`config.mk`:
```
export PLATFORM = sky130hd
export DESIGN_NAME = ctrl_sequencer
export DESIGN_NICKNAME = d
export VERILOG_FILES = /design/src/rtl/cpu_pkg.sv /design/src/rtl/ctrl_ucode_rom.sv /design/src/rtl/ctrl_sequencer.sv
export SDC_FILE = /design/constraint.sdc
export NUM_CORES = 1
export LEC_CHECK = 0
export ABC_AREA = 0
export BUFFER_PORTS_ARGS = -buffer_cell sky130_fd_sc_hd__buf_4
export CORE_AREA = 2 2 39 41
export CTS_CLUSTER_SIZE = 10
export DETAILED_ROUTE_END_ITERATION = 6
export DIE_AREA = 0 0 41 43
export PLACE_DENSITY_LB_ADDON = 0.2
export REMOVE_ABC_BUFFERS = 1
export SLEW_MARGIN = 20
export SYNTH_ARGS = -nofsm -noshare
export SYNTH_HDL_FRONTEND = slang
export SYNTH_SLANG_ARGS = --single-unit
```
`constraint.sdc`:
```
create_clock -name i_clk -period 1.3 [get_ports i_clk]
set_input_delay 0.065 -clock i_clk [delete_from_list [all_inputs] [get_ports i_clk]]
set_output_delay 0.065 -clock i_clk [all_outputs]
set_load 0.02 [all_outputs]
```
`src/rtl/cpu_pkg.sv`:
```
// Shared constants for the 8-bit bus CPU: control-word bit positions, opcodes and T-states.
package cpu_pkg;

  typedef logic [15:0] ctrl_word_t;

  localparam int unsigned AI  = 0;
  localparam int unsigned AO  = 1;
  localparam int unsigned II  = 2;
  localparam int unsigned IO  = 3;
  localparam int unsigned IIO = 4;
  localparam int unsigned OI  = 5;
  localparam int unsigned OO  = 6;
  localparam int unsigned MI  = 7;
  localparam int unsigned MO  = 8;
  localparam int unsigned BI  = 9;
  localparam int unsigned EO  = 10;
  localparam int unsigned SU  = 11;
  localparam int unsigned FI  = 12;
  localparam int unsigned PCE = 13;
  localparam int unsigned PCO = 14;
  localparam int unsigned PCI = 15;

  localparam logic [3:0] OP_NOP = 4'b0000;
  localparam logic [3:0] OP_LDA = 4'b0001;
  localparam logic [3:0] OP_ADD = 4'b0010;
  localparam logic [3:0] OP_SUB = 4'b0011;
  localparam logic [3:0] OP_LDI = 4'b0101;
  localparam logic [3:0] OP_JMP = 4'b0110;
  localparam logic [3:0] OP_JC  = 4'b0111;
  localparam logic [3:0] OP_JZ  = 4'b1000;
  localparam logic [3:0] OP_OUT = 4'b1110;
  localparam logic [3:0] OP_HLT = 4'b1111;

  localparam logic [2:0] STAGE_T0 = 3'd0;
  localparam logic [2:0] STAGE_T1 = 3'd1;
  localparam logic [2:0] STAGE_T2 = 3'd2;
  localparam logic [2:0] STAGE_T3 = 3'd3;
  localparam logic [2:0] STAGE_T4 = 3'd4;

endpackage

```
`src/rtl/ctrl_ucode_rom.sv`:
```
// Combinational microcode lookup: {opcode, stage, c, z} -> {ctrl, last_step, bad_op}.
// CTRL_SEQ_EARLY_END_EN: flag the current step as last when the following microword is empty.
module ctrl_ucode_rom
  import cpu_pkg::*;
(
  input  logic [3:0]  i_opcode,
  input  logic [2:0]  i_stage,
  input  logic        i_flag_c,
  input  logic        i_flag_z,
  output logic [15:0] o_ctrl,
  output logic        o_last_step,
  output logic        o_bad_op
);

  function automatic ctrl_word_t ucode(input logic [3:0] op, input logic [2:0] st,
                                       input logic c, input logic z);
    ctrl_word_t w;
    w = '0;
    case (st)
      STAGE_T0: begin
        w[PCO] = 1'b1;
        w[MI]  = 1'b1;
      end
      STAGE_T1: begin
        w[MO]  = 1'b1;
        w[II]  = 1'b1;
        w[PCE] = 1'b1;
      end
      STAGE_T2: begin
        case (op)
          OP_LDA, OP_ADD, OP_SUB: begin
            w[IO] = 1'b1; w[IIO] = 1'b1; w[MI] = 1'b1;
          end
          OP_LDI: begin
            w[IO] = 1'b1; w[IIO] = 1'b1; w[AI] = 1'b1;
          end
          OP_JMP: begin
            w[IO] = 1'b1; w[IIO] = 1'b1; w[PCI] = 1'b1;
          end
          OP_JC: begin
            w[IO] = c; w[IIO] = c; w[PCI] = c;
          end
          OP_JZ: begin
            w[IO] = z; w[IIO] = z; w[PCI] = z;
          end
          OP_OUT: begin
            w[AO] = 1'b1; w[OI] = 1'b1;
          end
          default: ;
        endcase
      end
      STAGE_T3: begin
        case (op)
          OP_LDA: begin
            w[MO] = 1'b1; w[AI] = 1'b1;
          end
          OP_ADD, OP_SUB: begin
            w[MO] = 1'b1; w[BI] = 1'b1;
          end
          default: ;
        endcase
      end
      STAGE_T4: begin
        if (op == OP_ADD || op == OP_SUB) begin
          w[EO] = 1'b1; w[AI] = 1'b1; w[FI] = 1'b1;
          w[SU] = (op == OP_SUB);
        end
      end
      default: ;
    endcase
    return w;
  endfunction

  function automatic logic op_defined(input logic [3:0] op);
    case (op)
      OP_NOP, OP_LDA, OP_ADD, OP_SUB, OP_LDI, OP_JMP,
      OP_JC, OP_JZ, OP_OUT, OP_HLT: return 1'b1;
      default:                      return 1'b0;
    endcase
  endfunction

  always_comb begin
    o_ctrl      = ucode(i_opcode, i_stage, i_flag_c, i_flag_z);
    o_bad_op    = (i_stage == STAGE_T2) && !op_defined(i_opcode);
    o_last_step = (i_stage >= STAGE_T4);
`ifdef CTRL_SEQ_EARLY_END_EN
    // Opcode is only trustworthy from T2, so T0/T1 never terminate early.
    if (i_stage >= STAGE_T2 && i_stage < STAGE_T4) begin
      o_last_step = (ucode(i_opcode, i_stage + 3'd1, i_flag_c, i_flag_z) == '0);
    end
`endif
  end

endmodule

```
`src/rtl/ctrl_sequencer.sv`:
```
// T-state counter, halt latch and control-word gating for the bus CPU.
// Early termination of empty steps is enabled by defining CTRL_SEQ_EARLY_END_EN.
module ctrl_sequencer
  import cpu_pkg::*;
(
  input  logic        i_clk,
  input  logic        i_rst,
  input  logic [3:0]  i_opcode,
  input  logic        i_flag_c,
  input  logic        i_flag_z,
  output logic [15:0] o_ctrl,
  output logic [2:0]  o_stage,
  output logic        o_halted,
  output logic        o_bad_op
);

  logic [2:0]  stage_q, stage_d;
  logic        halted_q, halted_d;
  logic [15:0] rom_ctrl;
  logic        rom_last;
  logic        rom_bad;

  ctrl_ucode_rom u_rom (
    .i_opcode    (i_opcode),
    .i_stage     (stage_q),
    .i_flag_c    (i_flag_c),
    .i_flag_z    (i_flag_z),
    .o_ctrl      (rom_ctrl),
    .o_last_step (rom_last),
    .o_bad_op    (rom_bad)
  );

  always_comb begin
    stage_d  = stage_q;
    halted_d = halted_q;
    if (halted_q) begin
      stage_d = STAGE_T0;
    end else if (stage_q == STAGE_T2 && i_opcode == OP_HLT) begin
      halted_d = 1'b1;
      stage_d  = STAGE_T0;
    end else if (rom_last) begin
      stage_d = STAGE_T0;
    end else begin
      stage_d = stage_q + 3'd1;
    end
  end

  always_ff @(posedge i_clk or negedge i_rst) begin
    if (!i_rst) begin
      stage_q  <= STAGE_T0;
      halted_q <= 1'b0;
    end else begin
      stage_q  <= stage_d;
      halted_q <= halted_d;
    end
  end

  // Gate with the raw reset so an abort drops every strobe in the same cycle.
  always_comb begin
    o_ctrl   = (halted_q || !i_rst) ? 16'h0000 : rom_ctrl;
    o_bad_op = rom_bad && !halted_q && i_rst;
    o_stage  = stage_q;
    o_halted = halted_q;
  end

endmodule

```
==> results of run 1 <==
==> stage by stage <==
stage	setup slack, ps	TNS [ps]
finish	-328.2	-3942
global route	-389.9	-5239
CTS	-292.6	-3575
detailed placement	-117.6	-1004
global placement	-97.62	-838.7
floorplan	-590.1	-3227
==> timing repair <==
action	in CTS	in global routing
hold buffers	1	0
gates resized for setup	27	23
setup buffers	7	2
pin swaps	6	12
endpoints found under the setup margin	19	20
hold endpoints to repair	4	0
==> critical path, stage by stage, from the launching register on <==
cell and delay (ps):
dfrtp_2 430, ha_2 220, ha_4 170, nand3b_1 100, a21oi_2 60, o211a_1 230
buf_6 130
==> cell type report <==
cell class	count	area, um2	share of cell area, %
Clock buffer	3	22.52	2.043
Sequential cell	4	103.9	9.421
Inverter	5	18.77	1.703
Timing Repair Buffer	49	426.7	38.71
Tap cell	16	20.02	1.816
Multi-Input combinational cell	47	510.5	46.31
==> where the power goes <==
group          switching (mW)  internal [mW]  total, mW
logic                   0.679          0.784       1.46
clock network          0.0458          0.103      0.149
registers              0.0916          0.190      0.282
total                   0.816           1.08       1.89
==> cells in the mapped netlist <==
cell and number:
buf_2 2, nor4b_2 1, nor3b_2 1, nor3b_1 1, nor3b_4 1, a22oi_1 1, o21ai_1 1, nor2_1 7
a21oi_1 3, dfrtp_1 4, nor4b_4 1, conb_1 1, nor3_1 1, mux2_2 1, and4b_1 1, nand2_1 3
inv_1 5, o211a_1 3, nand2b_1 1, ha_1 5, nor4b_1 2, nand3b_1 3, and3b_2 1, nand3_1 2
o21bai_1 1, and2_1 3, a211o_1 1, clkbuf_2 1, buf_6 1, buf_4 5, o21ai_0 1
==> path summary, 6_finish.rpt <==
path	start	to	slack [ps]	depth (start not counted)
setup / recovery	o_stage[1]	o_ctrl[0]	-330	6
hold / removal	i_rst	o_halted	210	2
setup reg to reg	o_stage[0]	o_stage[1]	-30	6
hold reg to reg	o_halted	o_halted	630	1
max in group asynchronous	i_rst	o_stage[1]	910	2
min in group i_clk	i_opcode[0]	o_halted	380	4
==> routing by layer <==
layer | vias up | part of all wire, %
met1 | 314 | 40
met3 | 5 | 5.8
met2 | 27 | 52
met5 | - | 0
met4 | 0 | 2.2
li1 | 308 | -
==> state kept, by name (all words and copies together), names as in the netlist <==
| name | flops |
|---|---|
| o_halted | 1 |
| o_stage | 3 |
==> kinds of logic after synthesis <==
kind of cell               count (synthesis)  share of synthesized area, %
AOI/OAI and AO/OA                         11                         14.22
other                                      1                        0.6766
and+or+nand+nor                           29                         38.83
DFF                                        4                         18.06
adders and majority gates                  5                         11.29
muxes                                      1                         2.031
buffers and inverters                     14                         14.90
==> out/qor.yml, run 1 <==
run_status:
  outcome: "complete, but fails checks"
  violations: "negative setup slack"
yosys:
  syn_inst: 65
  netlist.area_leader.share_pct: 18.06
  yosys.area.top_type: "dfrtp_1"
  yosysSeqAreaShare_pct: 18.06
  synth_warnings: 0
  ys_seq_elements: 4
  avgSynthCellArea_um2: 8.527
  synth_area_leaders: "dfrtp_1, ha_1, buf_4, o211a_1, nor2_1"
  mappedNetlistArea_um2: 554.3
  synth_cell_types: 31
power:
  powerDensity_nw_per_um2: 1717
  leakagePower_nw: 0.5335
  ir_drop_mv: 1.506
  p_total_mw: 1.893
grt:
  grt_max_degree: 13
  antenna_found_initial: 0
  gr-usage-met1_pct: 28.01
  track_usage_pct: 21.57
  grt-busiest-layer: "met2"
  met2_usage_pct: 33.44
  grt_pass1_wl_um: 2628
  gr-total-overflow: 0
  met3_usage_pct: 8.377
  first_global_vias: 577
timing:
  hold_viol_final: 0
  finClkSkew_ps: 4.521
  holdWs_ps: 207.9
  maxSlewViolCount: 0
  rsz0062_at_grt: "yes"
  setup_violations: 19
  fmax_mhz: 614.2
  fin_crit_ps: 1628
  fin_ws_ps: -328.2
  finalCritPeriodShare_pct: 125.2
drt:
  post-route-drc-count: 0
  avgViaCountPerCell: 5.274
  drtPass1Iterations: 4
  routedWlPerCell_um: 15.42
  via_count: 654
  totalWireLength_um: 1912
  drt_iter0_drc: 9
  ant_nets: 0
setup_path:
  crit_path_max_fanout: 4
  setup.worst_path.end_class: "output port"
  path_class: "reg -> out"
  crit_path_start_kind: "register"
  required_ps: 1240
  cp.arrival_ps: 1560
place:
  gp_congestion: 0.7283
  dpl-instance-area_um2: 818.3
  dp_hpwl_um: 1064
  numPortBuffers: 27
  place_inst: 113
final_layout:
  fin_util_pct: 79.66
  final_cell_mix: "buf_4, buf_6, nor2_1"
  antenna_cells: 0
  nFillCells: 102
  mostFrequentLayoutCell: "buf_4"
  drive_gt1_share_pct: 75.93
  stdcell_count: 124
  area_growth_pct: 98.87
  fin_nets: 123
  final_cell_area_um2: 1102
die:
  die_w_um: 41
  rows: 14
  io_pins: 29
  die_h_um: 43
  core_area_um2: 1384
  initial_core_util_pct: 40.05
  dieArea_um2: 1763
clock_network:
  cts_num_sinks: 4
  cts_tree: "built"
  clock_path_buffers: 2
  htree_levels: 1
  clock-root-buffer: "clkbuf_4"
  numCtsBuffers: 3
  clk_latency_ps: 230
  path_clk_slew_ps: 40
flow_run:
  maxCapViolations: 0
min_path:
  hp-class: "in -> async"
No activity file was read; power rests on OpenSTA's default activity.
==> inputs of run 2 (changes only) <==
ABC_AREA = 1   (was 0)
CORE_AREA = not set   (was 2 2 39 41)
CORE_MARGIN = 2   (was not set)
CORE_UTILIZATION = 43   (was not set)
DIE_AREA = not set   (was 0 0 41 43)
==> run 2 against run 1 <==
The flow still finishes with violations (negative setup slack). First-iteration DRC count increased by 130%. Combinational power shrank 95%. Non-clock buffer count decreased by 2. Sequential power shrank 56%. Via count increased by 25%. Synthesized area rose by 1.6%. Largest cell class unchanged. Utilization increased by 7.6 points. Flip-flop and latch count unchanged.
==> out/qor.yml, run 2 <==
run_status:
  outcome: "complete, but fails checks"
  violations: "negative setup slack"
drt:
  drt_iter0_drc: 21  # +12
  drtPass1Iterations: 4  # unchanged
  via_count: 818  # +25%
  routedWlPerCell_um: 16.99  # +10%
  avgViaCountPerCell: 5.490  # +4.1%
  ant_nets: 0  # unchanged
  totalWireLength_um: 2531  # +32%
  post-route-drc-count: 0  # unchanged
flow_run:
  maxCapViolations: 0  # unchanged
setup_path:
  timing.rr.start: "o_stage[0]"
  crit_start: "o_stage[0]"
  worst_path_dominant_cell_family: "flip-flops"
  crit_path_max_fanout: 3  # -1
  crit_buf_inv: 3  # +2
  worst_path_largest_cell_delay_ps: 450  # +20 ps
  r2r_slack_ps: -110  # -80 ps
  crit_path_start_kind: "register"
  path_cells: "inv_4, ha_4, inv_2, nor2_2, nand2_2, nor4_4, buf_4"
  cp.arrival_ps: 1620  # +60 ps
  path_class: "reg -> out"
  cp_slowest_cell: "dfrtp_2"
  required_ps: 1240  # about the same
  setup.worst_path.end_class: "output port"
yosys:
  synth_most_common_cell: "nand2_1"
  synth_top_flop_cell: "dfrtp_1"
  yosys.area.top_type: "dfrtp_1"
  ys_seq_elements: 4  # unchanged
  synth_area_leaders: "dfrtp_1, nand2_1, ha_1, nor2_2, nor2_1"
  netlist.area_leader.share_pct: 17.78  # -0.28 points
  synth-edff-count: 0  # unchanged
  synthArstFlopShare_pct: 100.0  # unchanged
  synthTopCellsByCount: "nand2_1, nor2_1, inv_1"
  syn_inst: 90  # +38%
  avgSynthCellArea_um2: 6.256  # -27%
  mappedNetlistArea_um2: 563.0  # +1.6%
  synth_cell_types: 20  # -35%
  synth_warnings: 0  # unchanged
  yosysSeqAreaShare_pct: 17.78  # -0.28 points
final_layout:
  stdcell_count: 149  # +20%
  largest_register_ffs: 3  # unchanged
  mostFrequentLayoutCell: "buf_4"
  fin_nets: 149  # +21%
  final_cell_area_um2: 1107  # +0.45%
  drive_gt1_share_pct: 70.15  # -5.8 points
  fin_util_pct: 87.28  # +7.6 points
  antenna_cells: 0  # unchanged
  area_growth_pct: 96.67
  final_cell_mix: "buf_4, nand2_1, nor2_2"
timing:
  finalCritPeriodShare_pct: 129.7  # +4.4 points
  setup_violations: 22  # +3
  hold_viol_final: 0  # unchanged
  fin_ws_ps: -385.7  # -57.46 ps
  holdWs_ps: 219.6  # +11.74 ps
  fmax_mhz: 593.2  # -3.4%
  fin_crit_ps: 1686  # +57.46 ps
  maxSlewViolCount: 0  # unchanged
  rsz0062_at_grt: "yes"
  finClkSkew_ps: 17.34  # +12.82 ps
clock_network:
  cts_tree: "built"
  numCtsBuffers: 3  # unchanged
  clk_latency_ps: 250  # +20 ps
  clock-root-buffer: "clkbuf_4"
  cts_num_sinks: 4  # unchanged
  path_clk_slew_ps: 60  # +20 ps
  clock_path_buffers: 2  # unchanged
  htree_levels: 1  # unchanged
grt:
  first_global_vias: 585  # +1.4%
  antenna_found_initial: 0  # unchanged
  grt_max_degree: 9  # -4
  met2_usage_pct: 45.56  # +12 points
  gr-usage-met1_pct: 22.74  # -5.3 points
  gr-total-overflow: 0  # unchanged
  grt_pass1_wl_um: 2415  # -8.1%
  met3_usage_pct: 3.333  # -5.0 points
  grt-busiest-layer: "met2"
  track_usage_pct: 22.85  # +1.3 points
die:
  dieArea_um2: 1615  # -8.4%
  core_area_um2: 1269  # -8.3%
  die_w_um: 40.19  # -2.0%
  rows: 13  # -1
  io_pins: 29  # unchanged
  initial_core_util_pct: 44.38  # +4.3 points
  die_h_um: 40.19  # -6.5%
power:
  leakagePower_nw: 0.5416  # +1.5%
  powerDensity_nw_per_um2: 337.4  # -80%
  ir_drop_mv: 0.5114  # -66%
place:
  place_inst: 133  # +18%
  dpl-instance-area_um2: 788.3  # -3.7%
  gp_congestion: 0.7307  # +0.33%
  numPortBuffers: 27  # unchanged
  dp_hpwl_um: 1124  # +5.6%
  pre_cts_slack_ps: -145.1  # -27.49 ps
min_path:
  hp-class: "in -> async"
## run 2: changes by cell type after synthesis, sizes merged, moves of 3 or more
cell	delta
nand3	+6
nand2	+20
nor2	+14
nor4b	-4
and2	-3
o211a	-3
nor3b	-3
inv	+9
## run 2: timing repair
| action | 4_1_cts | 5_1_grt |
|---|---|---|
| pin swaps | 7 | 8 |
| setup buffers | 4 | 10 |
| hold buffers | 1 | 0 |
| endpoints found under the hold margin | 4 | 0 |
| resized for setup | 26 | 25 |
| endpoints found under the setup margin | 16 | 19 |
## run 2: worst paths after layout
path,to,cells past startpoint
hold / removal,o_stage[1],2
max in group asynchronous,o_stage[2],2
setup / recovery,o_ctrl[1],7
min in group i_clk,o_halted,3
setup reg to reg,o_stage[2],8
hold reg to reg,o_stage[2],1
## run 2: cell families after synthesis
kind of cell | count (synthesis) | synth area share [%]
and+or+nand+nor | 56 | 47.78
adders and majority gates | 5 | 11.11
AOI/OAI and AO/OA | 3 | 4.000
DFF | 4 | 17.78
other | 1 | 0.6660
buffers and inverters | 21 | 18.67
## run 2: final cells by class
type | instances | area, um2
clock buffers | 3 | 22.52
well taps | 15 | 18.77
flip-flops and latches | 4 | 103.9
repair buffers | 47 | 385.4
fillers | 69 | 161.4
multi-input cells | 65 | 515.5
inverters | 15 | 61.31
## run 2: through the flow
step | total power [mW] | setup TNS [ps]
CTS | 0.3473 | -2798
detailed placement | 0.1851 | -502.1
finish | 0.3737 | -4924
floorplan | 0.1523 | -3759
global placement | 0.1845 | -205.0
global route | 0.3956 | -6212
## run 2: where the power goes
| group | switching (mW) | total, mW | internal [mW] |
|---|---|---|---|
| clock | 0.0706 | 0.175 | 0.105 |
| combinational | 0.0475 | 0.0736 | 0.0261 |
| sequential | 0 | 0.125 | 0.125 |
## run 2: worst reg2reg max path, stage by stage (launching register included)
cell	delay [ps]
dfrtp_2	450
inv_4	100
ha_4	140
buf_4	110
nand2_4	60
nor2_2	110
nand3_2	140
nand2_1	110
nor2_1	50
## run 2: routing by layer
layer  part of all wire (%)  up-vias  routed length (um)
li1                       -      356                   -
met1                     37      389                 926
met2                     50       55                1267
met3                    7.8       18                 197
met4                    5.5        0                 139
met5                      0        -                   0
==> inputs of run 3 (changes only) <==
==> constraint.sdc (replaced) <==
create_clock -name i_clk -period 1.3 [get_ports i_clk]
set_input_delay 0.26 -clock i_clk [delete_from_list [all_inputs] [get_ports i_clk]]
set_output_delay 0.26 -clock i_clk [all_outputs]
set_load 0.02 [all_outputs]
==> run 3 against run 2 <==
The flow still finishes with violations (negative setup slack). Critical endpoint is now o_ctrl[0]. Largest cell class unchanged. First-iteration DRC count unchanged. Sequential share of layout area up 0.062 points. Worst setup slack worse by 150 ps. Sequential power about the same. Utilization down 2.7 points. Combinational power up 8.8%. Cell area down 3.1%. Maximum frequency down 8.4%. Clock skew down 14 ps. Clock-buffer cell count unchanged. Total power down 3.6%. Cell count up 1.3%.
==> out/qor.yml, run 3 (synthesis gave the netlist of run 2 again) <==
grt:
  gr-usage-met1_pct: 25.00  # +2.3 points
  track_usage_pct: 24.77  # +1.9 points
  antenna_found_initial: 0  # unchanged
  met2_usage_pct: 52.82  # +7.3 points
  gr-total-overflow: 0  # unchanged
  first_global_vias: 640  # +9.4%
  grt-busiest-layer: "met2"
  met3_usage_pct: 0  # -3.3 points
  grt_pass1_wl_um: 2649  # +9.7%
  grt_max_degree: 9  # unchanged
power:
  switching_share_pct: 26.36  # -5.3 points
  p_seq_share_pct: 34.7  # +1.3 points
  clockPowerShare_pct: 43.0  # -3.9 points
  p_switching_mw: 0.09493  # -20%
  leakagePower_nw: 0.5288  # -2.4%
  power_frac_comb_pct: 22.3  # +2.6 points
  powerDensity_nw_per_um2: 335.5  # -0.58%
  ir_drop_mv: 0.3794  # -26%
  p_int_mw: 0.2652  # +3.8%
setup_path:
  crit_buf_inv: 1  # -2
  crit_path_max_fanout: 4  # +1
  worst_path_dominant_cell_family: "flip-flops"
  worst_path_largest_cell_delay_ps: 450  # about the same
  cp_slowest_cell: "dfrtp_2"
  setup.worst_path.end_class: "output port"
  path_cells: "ha_2, ha_2, nand3_1, nand2_1, nor2_1, nor2_1, buf_4"
  timing.rr.start: "o_stage[0]"
  crit_path_start_kind: "register"
  required_ps: 1040  # -200 ps
  cp.arrival_ps: 1580  # -40 ps
  crit_start: "o_stage[1]"
  path_class: "reg -> out"
die:
  die_w_um: 40.19  # unchanged
  io_pins: 29  # unchanged
  rows: 13  # unchanged
  initial_core_util_pct: 44.38  # unchanged
  die_h_um: 40.19  # unchanged
  dieArea_um2: 1615  # unchanged
  core_area_um2: 1269  # unchanged
clock_network:
  numCtsBuffers: 3  # unchanged
  htree_levels: 1  # unchanged
  clock-root-buffer: "clkbuf_4"
  cts_num_sinks: 4  # unchanged
  cts_tree: "built"
  path_clk_slew_ps: 40  # -20 ps
  clk_latency_ps: 230  # -20 ps
  clock_path_buffers: 2  # unchanged
run_status:
  violations: "negative setup slack"
  outcome: "complete, but fails checks"
place:
  pre_cts_slack_ps: -350.0  # -204.8 ps
  dp_hpwl_um: 1234  # +9.8%
  numPortBuffers: 27  # unchanged
  gp_congestion: 0.8099  # +11%
  dpl-instance-area_um2: 863.3  # +9.5%
final_layout:
  mostFrequentLayoutCell: "buf_4"
  seqCellArea_um2: 101.3  # -2.4%
  fin_nets: 151  # +1.3%
  antenna_cells: 0  # unchanged
  fin_util_pct: 84.62  # -2.7 points
  multiInputGateArea_um2: 467.9  # -9.2%
  area_growth_pct: 90.67
  largest_register_ffs: 3  # unchanged
  final_cell_mix: "buf_4, nand2_1, nor2_2"
  nFillCells: 74  # +7.2%
  drive_gt1_share_pct: 68.38  # -1.8 points
  final_cell_area_um2: 1074  # -3.1%
drt:
  via_count: 782  # -4.4%
  avgViaCountPerCell: 5.179  # -5.7%
  drtPass1Iterations: 4  # unchanged
  totalWireLength_um: 2215  # -12%
  drt_iter0_drc: 21  # unchanged
  ant_nets: 0  # unchanged
  post-route-drc-count: 0  # unchanged
  routedWlPerCell_um: 14.67  # -14%
timing:
  fin_crit_ps: 1841  # +154.8 ps
  maxSlewViolCount: 0  # unchanged
  finalCritPeriodShare_pct: 141.6  # +12 points
  holdWs_ps: 457.2  # +237.6 ps
  hold_viol_final: 0  # unchanged
  fin_ws_ps: -540.5  # -154.8 ps
  rsz0062_at_grt: "yes"
  finClkSkew_ps: 3.134  # -14.20 ps
  fmax_mhz: 543.3  # -8.4%
  setup_violations: 22  # unchanged
min_path:
  hp-class: "in -> async"
flow_run:
  maxCapViolations: 0  # unchanged
[run 3: worst paths after layout]
check | endpoint | slack, ps | cells past startpoint
min | o_halted | 460 | 3
max | o_ctrl[0] | -540 | 7
min in group i_clk | o_stage[1] | 510 | 5
min reg2reg | o_stage[1] | 600 | 2
max reg2reg | o_stage[0] | -130 | 9
max in group asynchronous | o_stage[1] | 720 | 3
[run 3: power by group through the flow]
stage,Sequential (mW),Combinational [mW],Clock [mW]
5_1_grt,0.125,0.0857,0.167
6_report,0.125,0.0801,0.155
3_5_place_dp,0.127,0.0693,0
2_1_floorplan,0.127,0.0255,0
4_1_cts,0.125,0.0759,0.158
3_3_place_gp,0.127,0.0690,0
[run 3: layout make-up]
cell class,instances,area share (%)
clock buffer,3,2.098
inverter,15,5.245
multi-input combinational,65,43.59
sequential,4,9.441
tap,15,1.748
timing repair buffer,49,37.88
[run 3: per-stage QoR]
| stage | power (mW) | setup TNS, ps | cells |
|---|---|---|---|
| 2_1_floorplan | 0.1523 | -6714 | 84 |
| 3_3_place_gp | 0.1958 | -2358 | 143 |
| 3_5_place_dp | 0.1961 | -3135 | 143 |
| 4_1_cts | 0.3592 | -6113 | 150 |
| 5_1_grt | 0.3776 | -8359 | 151 |
| 6_report | 0.3602 | -7259 | 151 |
[run 3: tightest hold or removal path: stages]
cell and delay, ps:
buf_4 90, buf_4 110, dlygate4sd3_1 550
[run 3: metal layers]
layer,routed length [um],vias up
li1,-,362
met1,780,352
met2,1201,52
met3,150,16
met4,82,0
met5,0,-
[run 3: what timing repair did]
action / 4_1_cts / 5_1_grt
endpoints found under the setup margin: 20 / 22
hold buffers: 2 / 0
buffers inserted: 2 / 1
pin swaps: 3 / 10
hold endpoints to repair: 4 / 0
gates cloned: 0 / 0
gates resized for setup: 22 / 19
